`src/rtl/regfile_wb_arbiter.sv`:
```
// Writeback arbiter for the register file write port.
// Three requesters (0=ALU, 1=MEM, 2=IO) share one registered write port.
// Arbitration is round-robin or fixed-priority. The in-flight write is
// forwarded onto both read ports.
module regfile_wb_arbiter #(
    parameter int DATA_W    = 32,
    parameter int ADDR_W    = 3,
    parameter int PRIO_MODE = 0
) (
    input  logic                  clk,
    input  logic                  rst,
    input  logic [2:0]            req_valid,
    output logic [2:0]            req_ready,
    input  logic [3*ADDR_W-1:0]   req_addr,
    input  logic [3*DATA_W-1:0]   req_data,
    output logic                  rf_we,
    output logic [ADDR_W-1:0]     rf_wa,
    output logic [DATA_W-1:0]     rf_wd,
    input  logic [ADDR_W-1:0]     ra1,
    input  logic [ADDR_W-1:0]     ra2,
    output logic [ADDR_W-1:0]     rf_ra1,
    output logic [ADDR_W-1:0]     rf_ra2,
    input  logic [DATA_W-1:0]     rf_rd1,
    input  logic [DATA_W-1:0]     rf_rd2,
    output logic [DATA_W-1:0]     rd1,
    output logic [DATA_W-1:0]     rd2,
    output logic [15:0]           wr_cnt
);

    logic [1:0]        rr_ptr;
    logic [1:0]        winner;
    logic [1:0]        idx;
    logic              found;
    logic [2:0]        grant;
    logic [ADDR_W-1:0] gaddr;
    logic [DATA_W-1:0] gdata;

    // Pick at most one winner among the valid requesters.
    always_comb begin
        grant  = '0;
        winner = '0;
        idx    = '0;
        found  = 1'b0;
        if (PRIO_MODE != 0) begin
            for (int unsigned i = 0; i < 3; i++) begin
                if (!found && req_valid[i]) begin
                    found  = 1'b1;
                    winner = 2'(i);
                end
            end
        end else begin
            // Search order starts one past the last winner, wrapping modulo 3.
            for (int unsigned k = 0; k < 3; k++) begin
                idx = 2'((32'(rr_ptr) + 32'd1 + k) % 32'd3);
                if (!found && req_valid[idx]) begin
                    found  = 1'b1;
                    winner = idx;
                end
            end
        end
        if (found) begin
            grant[winner] = 1'b1;
        end
    end

    // Handshake grant, suppressed while reset is asserted.
    always_comb begin
        req_ready = rst ? '0 : grant;
    end

    // Select the winning requester's address and data.
    always_comb begin
        gaddr = req_addr[ADDR_W*winner +: ADDR_W];
        gdata = req_data[DATA_W*winner +: DATA_W];
    end

    // Register the granted write onto the regfile port and advance the pointer.
    always_ff @(posedge clk or posedge rst) begin
        if (rst) begin
            rf_we  <= 1'b0;
            rf_wa  <= '0;
            rf_wd  <= '0;
            wr_cnt <= '0;
            rr_ptr <= 2'd2;
        end else begin
            rf_we <= |grant;
            if (|grant) begin
                rf_wa  <= gaddr;
                rf_wd  <= gdata;
                rr_ptr <= winner;
                wr_cnt <= wr_cnt + 16'd1;
            end
        end
    end

    // Read addresses pass straight through; in-flight write bypasses stale read data.
    always_comb begin
        rf_ra1 = ra1;
        rf_ra2 = ra2;
        rd1    = (rf_we && (rf_wa == ra1)) ? rf_wd : rf_rd1;
        rd2    = (rf_we && (rf_wa == ra2)) ? rf_wd : rf_rd2;
    end

endmodule

```
`config.mk`:
```
export PLATFORM = sky130hd
export DESIGN_NAME = regfile_wb_arbiter
export DESIGN_NICKNAME = d
export VERILOG_FILES = /design/src/rtl/regfile_wb_arbiter.sv
export SDC_FILE = /design/constraint.sdc
export NUM_CORES = 1
export LEC_CHECK = 0
export ABC_AREA = 1
export ABC_CLOCK_PERIOD_IN_PS = 2200
export CORE_AREA = 10 10 144 113
export CTS_CLUSTER_SIZE = 20
export DETAILED_ROUTE_END_ITERATION = 8
export DIE_AREA = 0 0 154 123
export PLACE_DENSITY = 0.75
export SYNTH_ARGS = -nofsm -noshare
export SYNTH_HDL_FRONTEND = slang
export SYNTH_SLANG_ARGS = --single-unit
```
`constraint.sdc`:
```
create_clock -name clk -period 2.2 [get_ports clk]
set_clock_uncertainty 0.1 [all_clocks]
set_input_delay 0.44 -clock clk [delete_from_list [all_inputs] [get_ports clk]]
set_output_delay 0.44 -clock clk [all_outputs]
set_load 0.05 [all_outputs]
```
==> impl_summary.txt, run 1 <==
----------------------------------------------------
[Placed design]
  Detailed placer's ending HPWL ... 18500 um
  Count of port buffers added during placement ... 304
  Routability congestion estimate from global placement ... about 0.85
  Number of cells after detailed placement ... approximately 1100
  Post-placement setup slack ... -528 ps

[Floorplan]
  Rows ... 37
  Die Outline Area ... roughly 19000 um^2
  Die height ... approximately 120 um
  Initial core utilization ... 0.301
  Die span in x ... ~150 um
  Placeable Area ... around 13000 um^2
  Number of top-level pins ... ~310

[Setup path]
  Slowest cell on crit path ... sky130_fd_sc_hd__dfstp_2
  Worst stage delay on the critical path ... 570 ps
  Required time of the worst setup path ... 1660 ps
  Most frequent CP cell ... sky130_fd_sc_hd__nand3_2
  Number of buffers and inverters on the critical path ... 2
  Type of element capturing the critical path ... output pin
  Critical path cell sequence ... ha_4, inv_4, nand2_2, nand3_2, nand2_4, nand4_1, nand3_2, nor4_4, buf_12
  Element type at the critical path start ... flop
  Largest fanout of any net on the critical path ... 6
  Cell family with most CP delay ... simple AND/OR/NAND/NOR gates
  CP arrival ... about 2100 ps
  Startpoint-to-endpoint class of the critical path ... flop to output pin

[Yosys]
  Synthesis Warnings ... 0
  Cell area after synthesis ... around 4100 um^2
  Synth Register Bits ... 54
  Mean area per synthesized cell ... ~6.5 um^2
  Sequential cell area fraction in the yosys report ... 0.333
  Synth cell types ... 26
  Post-synthesis instance total ... around 620
  Syn Nets ... 808

[Power]
  Power Total ... around 0.018 W
  VDD IR-drop max ... 0.00108 V
  Power density of the placed cells ... roughly 1700 nW/um^2
  Leakage power summed over all cells ... ~4.6 nW

[Final layout]
  Fillcell total ... between 800 and 900
  Post-route insts no fill ... approximately 1200
  Share of final-layout standard cells stronger than drive strength 1 ... 0.389
  Most common cell after layout, fill and taps aside ... sky130_fd_sc_hd__clkdlybuf4s50_1
  Commonest cells after routing, fill and taps aside ... sky130_fd_sc_hd__clkdlybuf4s50_1 (216), sky130_fd_sc_hd__nand2_1 (124), sky130_fd_sc_hd__buf_12 (83)
  Total number of nets in the final design ... 1172
  Area grow syn2layout ... 155%

[Timing]
  Minimum period implied by the final worst setup slack ... around 2600 ps
  Post-route worst setup slack ... -425 ps
  Slew Viols, Final ... 0
  Fin crit share ... 1.19
  Unrepaired setup endpoints after global routing ... true
  Setup violation total in the final timing report ... 78
  Number of endpoints with negative hold slack in the final report ... 0
  Transition time at the pin with the least slew margin ... around 580 ps
  Max Fclk ... about 0.38 GHz
  Worst slew margin relative to its limit ... 0.612

[Status]
  Outcome ... finished with violations
  Violations in the final reports ... setup timing

[Global routing]
  Vias in the first global route ... approximately 6000
  Global-route wire length before repair ... 36700 um
  Antenna violations before repair ... 0
  Largest net degree at the start of global routing ... 36
  Tot GR Track Use ... 0.246
  Gr ovfl total ... 0

[Clock tree]
  Maximum level of the CTS H-tree ... 2
  Num CTS Buffers ... 5
  Master cell of the clock root buffer ... sky130_fd_sc_hd__clkbuf_16
  Maximum buffer depth of the clock tree ... 2
  Skew-Pair Late Insertion Delay ... between 200 and 300 ps
  Clock Pin Slew Worst Setup and Hold Paths ... 80 ps
  TritonCTS clock tree ... yes
  CTS sink count ... 54

[Hold path]
  Worst hold-check path type ... flop to flop

[Detailed routing]
  First-pass iteration count of the detailed router ... 5
  Wire length after detailed routing ... 26800 um
  Wire length per cell ... about 23 um
  Mean number of vias per cell ... 5.15
  Antenna-violating nets left ... 0
  DR iter-0 viols ... approximately 360
  Vias after detailed routing ... around 6000
  DRC ... 0

[Run]
  Max-cap violations ... 0

----------------------------------------------------
path summary, 6_finish.rpt:
check | slack [ps] | startpoint | depth (start not counted) | to
worst max-delay path | -420 | rr_ptr[1]$_DFFE_PP1P_ | 9 | req_ready[0]
worst min-delay path | 420 | wr_cnt[12]$_DFFE_PP0P_ | 1 | wr_cnt[12]$_DFFE_PP0P_
worst max register to register | -30 | rr_ptr[1]$_DFFE_PP1P_ | 15 | rf_wd[13]$_DFFE_PP0P_
worst min register to register | 420 | wr_cnt[12]$_DFFE_PP0P_ | 1 | wr_cnt[12]$_DFFE_PP0P_
max in group asynchronous | 990 | rst | 4 | rr_ptr[1]$_DFFE_PP1P_
min in group asynchronous | 650 | rst | 4 | rf_wd[20]$_DFFE_PP0P_
routing by layer:
layer,GRT usage,vias to the layer above,part of all wire
met5,0,-,0
met3,0.0604,55,0.080
met1,0.283,2888,0.38
met4,0.0636,0,0.028
li1,-,2739,-
met2,0.450,314,0.51
repair_timing:
item,in CTS,in global routing
setup endpoints to repair,113,115
cloned,3,7
setup buffers,20,4
gates resized for setup,139,79
pin swaps,29,24
hold endpoints to repair,0,0
hold buffers,0,0
kinds of logic (layout without fill, tap and decap cells):
logic type      Yosys count  count (layout)  synth area share
simple gates            313             313             0.329
compound gates          135             135             0.166
buf+inv                  95             460             0.111
flops                    54              54             0.333
xor+xnor                 21              21            0.0453
fa+ha+maj                 5               5            0.0154
other cells               0               1                 0
synthesized netlist by cell type (all sizes together):
cell	count	area share
nand2	198	0.19
o21ai	68	0.084
a21oi	67	0.083
inv	54	0.050
nand3	54	0.070
dfrtp	53	0.33
nor2	48	0.048
buf	29	0.050
xnor2	15	0.032
clkbuf	12	0.011
nand4	6	0.013
xor2	6	0.013
ha	5	0.015
nor3	3	0.0037
or2	3	0.0046
dfstp	1	0.0065
nor4	1	0.0015
flip-flops by register name, summed over array words and instances, names as in the netlist:
register / cells
wr_cnt: 16
rr_ptr: 2
rf_wa: 3
rf_wd: 32
rf_we: 1
cell type report:
type / count / area (um^2) / area share
Multi-Input combinational cell: 474 / 3500 / 0.338
Timing Repair Buffer: 398 / 4900 / 0.473
Sequential cell: 54 / 1360 / 0.131
Clock buffer: 5 / 125 / 0.0121
Inverter: 54 / 210 / 0.0203
Clock inverter: 3 / 45.0 / 0.00435
Antenna cell: 1 / 2.50 / 0.000242
Tap cell: 175 / 219 / 0.0211
where the power goes:
part           total [W]  leakage, nW  internal [W]  switching (W)
Clock           0.000911       0.0760      0.000538       0.000373
Sequential       0.00192        0.635       0.00149       0.000425
Combinational     0.0150         3.84       0.00618        0.00882
stage by stage:
step           utilization  hold WS, ps  instance area [um^2]  setup TNS, ps
6_report             0.769          416                 10400         -18280
5_1_grt              0.769          425                 10400         -24390
4_1_cts              0.738          416                  9950         -18390
3_5_place_dp         0.676          402                  9110         -41510
3_3_place_gp         0.676          403                  9110         -38570
2_1_floorplan            -          427                  4880           -874
No activity file was read; power rests on OpenSTA's default activity.
==> inputs of run 2 (changes only) <==
Settings changed: ABC_AREA 1 to not set, CORE_AREA 10 10 144 113 to 10 10 139 109, DIE_AREA 0 0 154 123 to 0 0 149 119, PLACE_DENSITY 0.75 to 0.77.
==> run 2 against run 1 <==
Against the previous run: the flow still finishes with violations (setup timing); synthesized cell count down 49%; total power down 12%; cell area down 16%; critical path type unchanged; worst setup slack worse by 370 ps; critical endpoint unchanged; highest routed layer unchanged; non-clock buffer count down 32.
==> impl_summary.txt, run 2 <==
----------------------------------------------------
[Timing]
  Worst slew margin relative to its limit ... 0.526 (-0.0853)
  Number of endpoints with negative hold slack in the final report ... 0 (unchanged)
  Max Fclk ... 0.334 GHz (-12%)
  Setup violation total in the final timing report ... 121 (+55%)
  Transition time at the pin with the least slew margin ... 708 ps (+128 ps)
  Unrepaired setup endpoints after global routing ... true
  Post-route worst setup slack ... -796 ps (-371 ps)
  Minimum period implied by the final worst setup slack ... 3000 ps (+371 ps)
  Total negative slack for setup checks ... -42270 ps (-23990 ps)
  Slew Viols, Final ... 0 (unchanged)
  Fin crit share ... 1.36 (+0.169)

[Yosys]
  Sequential cell area fraction in the yosys report ... 0.370 (+0.0367)
  Synth cell types ... 43 (+65%)
  Share of async-settable or async-resettable flops after synthesis ... 1.00 (unchanged)
  Mean area per synthesized cell ... 11.5 um^2 (+76%)
  Synth Register Bits ... 54 (unchanged)
  Cell area after synthesis ... 3660 um^2 (-9.9%)
  Synthesis Warnings ... 0 (unchanged)
  Cell with the most instances after synthesis ... sky130_fd_sc_hd__mux2_2
  Area fraction of the dominant cell type after synthesis ... 0.363 (+0.0360)
  Number of synthesized flops with an enable pin ... 0 (unchanged)
  Ys flop type ... sky130_fd_sc_hd__dfrtp_1
  Main area contributors after synthesis ... sky130_fd_sc_hd__dfrtp_1 (36%), sky130_fd_sc_hd__mux2_2 (20%), sky130_fd_sc_hd__a221o_1 (9.6%)
  Top cell types by occurrence after synthesis ... sky130_fd_sc_hd__mux2_2 (65), sky130_fd_sc_hd__dfrtp_1 (53), sky130_fd_sc_hd__a221o_1 (35), sky130_fd_sc_hd__a22o_1 (35), sky130_fd_sc_hd__clkbuf_1 (14)
  Post-synthesis instance total ... 318 (-49%)
  Cell type contributing the most total cell area after synthesis ... sky130_fd_sc_hd__dfrtp_1
  Syn Nets ... 503 (-38%)

[Hold path]
  Depth of the worst hold-timing path ... 1 (unchanged)
  Sink of the worst hold path ... wr_cnt[15]$_DFFE_PP0P_
  Start point of the worst min-delay path ... wr_cnt[15]$_DFFE_PP0P_
  Worst hold-check path type ... flop to flop

[Final layout]
  Most common cell after layout, fill and taps aside ... sky130_fd_sc_hd__clkdlybuf4s50_1
  Total number of nets in the final design ... 846 (-28%)
  Share of final-layout standard cells stronger than drive strength 1 ... 0.375 (-0.0140)
  Regs by FF count ... rf_wd (32), wr_cnt (16), rf_wa (3)
  Top register by number of flip-flops ... rf_wd
  Commonest cells after routing, fill and taps aside ... sky130_fd_sc_hd__clkdlybuf4s50_1 (223), sky130_fd_sc_hd__buf_12 (82), sky130_fd_sc_hd__dfrtp_1 (50)
  Antenna cells ... 0 (-1)
  Area grow syn2layout ... 138%
  Largest register FFs ... 32 (unchanged)
  Post-Route Utilization ... 0.689 (-0.0800)

[Floorplan]
  Rows ... 36 (-2.7%)
  Placeable Area ... 12600 um^2 (-6.4%)
  Die span in x ... 149 um (-3.2%)
  Number of top-level pins ... 305 (unchanged)
  Die Outline Area ... 17700 um^2 (-6.4%)
  Die height ... 119 um (-3.3%)
  Initial core utilization ... 0.290 (-0.0114)

[Placed design]
  Detailed placer's ending HPWL ... 15800 um (-15%)
  Count of port buffers added during placement ... 304 (unchanged)
  Post-placement setup slack ... -712 ps (-183 ps)
  Routability congestion estimate from global placement ... 0.898 (+5.3%)

[Setup path]
  Critical path cell sequence ... inv_2, ha_4, nand2b_4, or4_1, a32o_2, a211oi_4, and2_4, buf_12
  Worst flop-to-flop path endpoint ... rf_wd[5]$_DFFE_PP0P_
  Startpoint of the worst-slack reg-to-reg timing path ... rr_ptr[1]$_DFFE_PP1P_
  Slowest cell on crit path ... sky130_fd_sc_hd__dfstp_2
  Startpoint-to-endpoint class of the critical path ... flop to output pin
  Required time of the worst setup path ... 1660 ps (about the same)
  Element type at the critical path start ... flop
  Largest fanout of any net on the critical path ... 4 (-2)
  R2R depth ... 8 (-7)
  CP arrival ... 2460 ps (+380 ps)
  Register-to-register setup slack ... -490 ps (-460 ps)
  Cell family with most CP delay ... simple AND/OR/NAND/NOR gates
  Type of element capturing the critical path ... output pin
  Worst stage delay on the critical path ... 590 ps (+20 ps)
  Logic depth of the worst path, buffers included ... 8 (-1)
  Number of buffers and inverters on the critical path ... 2 (unchanged)

[Run]
  Max-cap violations ... 0 (unchanged)

[Clock tree]
  Maximum level of the CTS H-tree ... 2 (unchanged)
  Skew-Pair Late Insertion Delay ... 290 ps (about the same)
  TritonCTS clock tree ... yes
  Number of hold buffers added after cts ... 0 (unchanged)
  Clock Pin Slew Worst Setup and Hold Paths ... 70 ps (about the same)
  Master cell of the clock root buffer ... sky130_fd_sc_hd__clkbuf_16
  CTS sink count ... 54 (unchanged)
  Maximum buffer depth of the clock tree ... 2 (unchanged)
  Num CTS Buffers ... 5 (unchanged)

[Detailed routing]
  DR WL met3 ... 1850 um (-14%)
  Highest signal layer in the routed design ... met4
  Wire length per cell ... 26.3 um (+14%)
  Antenna-violating nets left ... 0 (unchanged)
  WL met1 ... 8240 um (-19%)
  Mean number of vias per cell ... 5.24 (+1.6%)
  DRC ... 0 (unchanged)
  Vias after detailed routing ... 4361 (-27%)
  DR iter-0 viols ... 318 (-12%)
  Routed length on met2 ... 11400 um (-16%)
  Wire length after detailed routing ... 21900 um (-18%)
  First-pass iteration count of the detailed router ... 4 (-1)

[Power]
  VDD IR-drop max ... 0.00122 V (+13%)
  Power density of the placed cells ... 1810 nW/um^2 (+5.1%)
  Leakage power summed over all cells ... 3.80 nW (-17%)

[Global routing]
  Largest net degree at the start of global routing ... 37 (+2.8%)
  Vias in the first global route ... 4773 (-19%)
  Antenna violations before repair ... 0 (unchanged)
  Global-route wire length before repair ... 31300 um (-15%)
  Gr ovfl total ... 0 (unchanged)
  Tot GR Track Use ... 0.227 (-0.0189)

[Status]
  Violations in the final reports ... setup timing
  Outcome ... finished with violations

----------------------------------------------------
[run 2: where the power goes]
group,switching [W],leakage [nW],internal [W]
Combinational,0.00682,3.10,0.00594
Sequential,0.000604,0.618,0.00153
Clock,0.000369,0.0739,0.000453
[run 2: kinds of logic (layout without fill, tap and decap cells)]
kind of cell	Yosys count	in the layout	synth area share
muxes	67	67	0.206
AOI/OAI and AO/OA	85	85	0.216
buffers and inverters	37	380	0.0653
DFF	54	54	0.370
adders and majority gates	5	5	0.0171
xor gates and xnor gates	21	21	0.0503
and+or+nand+nor	49	50	0.0756
[run 2: final cells by class]
type | count | area, um^2
Timing Repair Buffer | 366 | 4440
Sequential cell | 54 | 1360
Clock inverter | 1 | 5.00
Inverter | 6 | 36.3
Multi-Input combinational cell | 228 | 2490
Tap cell | 171 | 214
Clock buffer | 7 | 143
Fill cell | 870 | 3920
[run 2: how the worst max path moves through the flow]
stage / startpoint / slack (ps) / to
2_1_floorplan: rr_ptr[0]$_DFFE_PP0P_ / -890 / req_ready[0]
3_3_place_gp: req_valid[0] / -640 / req_ready[0]
3_5_place_dp: req_valid[0] / -710 / req_ready[0]
4_1_cts: rr_ptr[1]$_DFFE_PP1P_ / -810 / req_ready[0]
5_1_grt: rr_ptr[1]$_DFFE_PP1P_ / -880 / req_ready[0]
6_report: rr_ptr[1]$_DFFE_PP1P_ / -800 / req_ready[0]
[run 2: stage by stage]
stage                     hold WS, ps  std cells  power, W  area (um^2)
after global routing              419        833    0.0164         8690
after detailed placement          376        799    0.0130         7740
after CTS                         394        831    0.0153         8560
after floorplan                   410        318   0.00905         3720
after global placement            359        799    0.0127         7740
final                             400        833    0.0157         8690
[run 2: worst register-to-register path, stage by stage, from the launching register on]
cell,delay (ps)
sky130_fd_sc_hd__dfstp_2,590
sky130_fd_sc_hd__inv_2,70
sky130_fd_sc_hd__ha_4,150
sky130_fd_sc_hd__nand2b_4,130
sky130_fd_sc_hd__or4_1,400
sky130_fd_sc_hd__a32o_2,290
sky130_fd_sc_hd__a211oi_4,210
sky130_fd_sc_hd__buf_4,410
sky130_fd_sc_hd__a221o_1,260
[run 2: repair_timing]
item / 4_1_cts / 5_1_grt
gates cloned: 7 / 1
setup buffers: 19 / 11
gates resized for setup: 82 / 59
endpoints found under the setup margin: 121 / 121
pin swaps: 21 / 24
[run 2: layer usage]
metal,GRT usage,vias up
met1,0.257,2201
met3,0.0723,24
li1,-,1927
met4,0.0447,0
met2,0.410,209
met5,0,-
==> inputs of run 3 (changes only) <==
Settings changed: ABC_CLOCK_PERIOD_IN_PS 2200 to not set, CORE_AREA 10 10 139 109 to 5 5 134 104, DIE_AREA 0 0 149 119 to 0 0 139 109.
==> run 3 against run 2 <==
Against the previous run: the run still ends with setup timing left; sequential share of layout area hardly changed; cell count is 0.84% lower; global-route usage is 0.48 points higher; cell area hardly changed; routed wire length is 9.1% lower; sequential power hardly changed; sequential cell count stayed put; clock-buffer cell count stayed put; critical path depth is 1 higher; via count is 0.83% lower; total power is 1.1% lower; combinational power hardly changed; critical path type unchanged; critical endpoint unchanged; highest routed layer unchanged.
==> impl_summary.txt, run 3 (synthesized netlist as in run 2, its figures left out) <==
----------------------------------------------------
[Floorplan]
  Die Outline Area ... 15200 um^2 (-15%)
  Die span in x ... 139 um (-6.7%)
  Placeable Area ... 12600 um^2 (unchanged)
  Rows ... 36 (unchanged)
  Initial core utilization ... 0.290 (unchanged)
  Number of top-level pins ... 305 (unchanged)
  Die height ... 109 um (-8.4%)

[Setup path]
  Register-to-register setup slack ... -550 ps (-60 ps)
  Required time of the worst setup path ... 1660 ps (about the same)
  Largest fanout of any net on the critical path ... 7 (+3)
  Type of element capturing the critical path ... output pin
  Element type at the critical path start ... flop
  CP arrival ... 2500 ps (+40 ps)
  Startpoint-to-endpoint class of the critical path ... flop to output pin

[Detailed routing]
  DRC ... 0 (unchanged)
  Wire length after detailed routing ... 19900 um (-9.1%)
  First-pass iteration count of the detailed router ... 5 (+1)
  Wire length per cell ... 24.1 um (-8.3%)
  Antenna-violating nets left ... 0 (unchanged)
  Mean number of vias per cell ... 5.24 (about the same)
  Vias after detailed routing ... 4325 (-0.83%)
  DR iter-0 viols ... 391 (+23%)

[Power]
  Power Total ... 0.0156 W (-1.1%)
  Power density of the placed cells ... 1790 nW/um^2 (-1.1%)
  Leakage power summed over all cells ... 3.85 nW (+1.5%)
  VDD IR-drop max ... 0.00125 V (+2.0%)

[Final layout]
  Largest register FFs ... 32 (unchanged)
  Regs by FF count ... rf_wd (32), wr_cnt (16), rf_wa (3)
  Commonest cells after routing, fill and taps aside ... sky130_fd_sc_hd__clkdlybuf4s50_1 (220), sky130_fd_sc_hd__buf_12 (83), sky130_fd_sc_hd__mux2_4 (55)
  Fillcell total ... 848 (-2.5%)
  Area grow syn2layout ... 138% (about the same)
  Post-Route Utilization ... 0.689 (about the same)
  Top register by number of flip-flops ... rf_wd
  Post-route insts no fill ... 826 (-0.84%)
  Antenna cells ... 0 (unchanged)
  Total number of nets in the final design ... 839 (-0.83%)
  Most common cell after layout, fill and taps aside ... sky130_fd_sc_hd__clkdlybuf4s50_1
  Share of final-layout standard cells stronger than drive strength 1 ... 0.374 (-0.000577)

[Hold path]
  Worst hold-check path type ... input pin to asynchronous set/reset pin

[Timing]
  Minimum period implied by the final worst setup slack ... 3040 ps (+42.0 ps)
  Max Fclk ... 0.329 GHz (-1.4%)
  Worst slew margin relative to its limit ... 0.522 (-0.00422)
  Post-route worst setup slack ... -837 ps (-42.0 ps)
  Unrepaired setup endpoints after global routing ... true
  Fin crit share ... 1.38 (+0.0191)
  Number of endpoints with negative hold slack in the final report ... 0 (unchanged)
  Setup violation total in the final timing report ... 116 (-4.1%)
  Transition time at the pin with the least slew margin ... 715 ps (+6.32 ps)
  Slew Viols, Final ... 0 (unchanged)
  Post-route worst hold slack ... 322 ps (-78.1 ps)

[Clock tree]
  Maximum buffer depth of the clock tree ... 2 (unchanged)
  Clock Pin Slew Worst Setup and Hold Paths ... 70 ps (about the same)
  Master cell of the clock root buffer ... sky130_fd_sc_hd__clkbuf_16
  CTS sink count ... 54 (unchanged)
  Num CTS Buffers ... 5 (unchanged)
  Number of hold buffers added after cts ... 0 (unchanged)
  Skew-Pair Late Insertion Delay ... 290 ps (about the same)
  Maximum level of the CTS H-tree ... 2 (unchanged)
  TritonCTS clock tree ... yes

[Global routing]
  Global-route wire length before repair ... 27200 um (-13%)
  Tot GR Track Use ... 0.232 (+0.00481)
  Vias in the first global route ... 4445 (-6.9%)
  Antenna violations before repair ... 0 (unchanged)
  Largest net degree at the start of global routing ... 37 (unchanged)
  Gr ovfl total ... 0 (unchanged)

[Placed design]
  Post-placement setup slack ... -767 ps (-55.9 ps)
  Detailed placer's ending HPWL ... 13900 um (-12%)
  Count of port buffers added during placement ... 304 (unchanged)
  Number of cells after detailed placement ... 795 (-0.50%)
  Routability congestion estimate from global placement ... 0.865 (-3.7%)

[Status]
  Outcome ... finished with violations
  Violations in the final reports ... setup timing

[Run]
  Max-cap violations ... 0 (unchanged)

----------------------------------------------------
==> run 3: cell types whose count changed in the layout (fill, tap and decap cells not counted), sizes merged <==
cell / before / now
and2: 4 / 3
buf: 137 / 131
bufinv: 0 / 1
clkbuf: 7 / 8
clkdlybuf4s50: 223 / 220
clkinv: 1 / 0
dlygate4sd2: 6 / 7
dlymetal6s2s: 0 / 1
==> run 3: worst paths after layout <==
kind	start	end	cells after the start
worst max-delay path	rr_ptr[1]$_DFFE_PP1P_	req_ready[0]	9
worst min-delay path	rst	wr_cnt[0]$_DFFE_PP0P_	2
worst max register to register	rr_ptr[1]$_DFFE_PP1P_	rf_wd[18]$_DFFE_PP0P_	10
worst min register to register	wr_cnt[15]$_DFFE_PP0P_	wr_cnt[15]$_DFFE_PP0P_	1
max in group asynchronous	rst	rf_wa[2]$_DFFE_PP0P_	3
min in group clk	wr_cnt[15]$_DFFE_PP0P_	wr_cnt[15]$_DFFE_PP0P_	1
==> run 3: metal layers <==
metal | wire [um] | share of wire | global-route usage | up-vias
li1 | - | - | - | 1909
met4 | 324 | 0.016 | 0.0454 | 0
met5 | 0 | 0 | 0 | -
met1 | 7850 | 0.39 | 0.291 | 2153
met3 | 1560 | 0.078 | 0.0579 | 29
met2 | 10200 | 0.51 | 0.412 | 234
==> run 3: power breakdown <==
part	internal [W]	switching [W]	leakage [nW]
Combinational	0.00586	0.00665	3.16
Sequential	0.00153	0.000600	0.618
Clock	0.000540	0.000370	0.0781
Total	0.00793	0.00762	3.85
==> run 3: per-stage QoR <==
step                TNS (ps)  area (um^2)
floorplan             -13580         3720
CTS                   -36760         8310
global route          -43860         8690
global placement      -55370         7710
detailed placement    -61530         7710
finish                -36010         8690
==> run 3: final cells by class <==
class,count,area [um^2],area share
clock buffer,7,133,0.0153
clock inverter,1,30.0,0.00345
inverter,6,28.8,0.00331
multi-input combinational,227,2510,0.289
sequential,54,1360,0.156
tap,171,214,0.0246
timing repair buffer,360,4420,0.508
==> run 3: what timing repair did <==
item / 4_1_cts / 5_1_grt
setup buffers: 11 / 9
gates resized for setup: 44 / 89
endpoints found under the hold margin: 0 / 0
pin swaps: 5 / 26
setup endpoints to repair: 119 / 119
cloned: 6 / 1
==> run 3: worst max-delay path, cell delays in order (launching register included) <==
cell and delay (ps):
sky130_fd_sc_hd__dfstp_2 570, sky130_fd_sc_hd__inv_2 60, sky130_fd_sc_hd__ha_4 160, sky130_fd_sc_hd__buf_6 130, sky130_fd_sc_hd__mux2i_4 220, sky130_fd_sc_hd__o221ai_1 170
sky130_fd_sc_hd__a32o_2 320, sky130_fd_sc_hd__a211oi_4 240, sky130_fd_sc_hd__and2_4 200, sky130_fd_sc_hd__buf_12 130
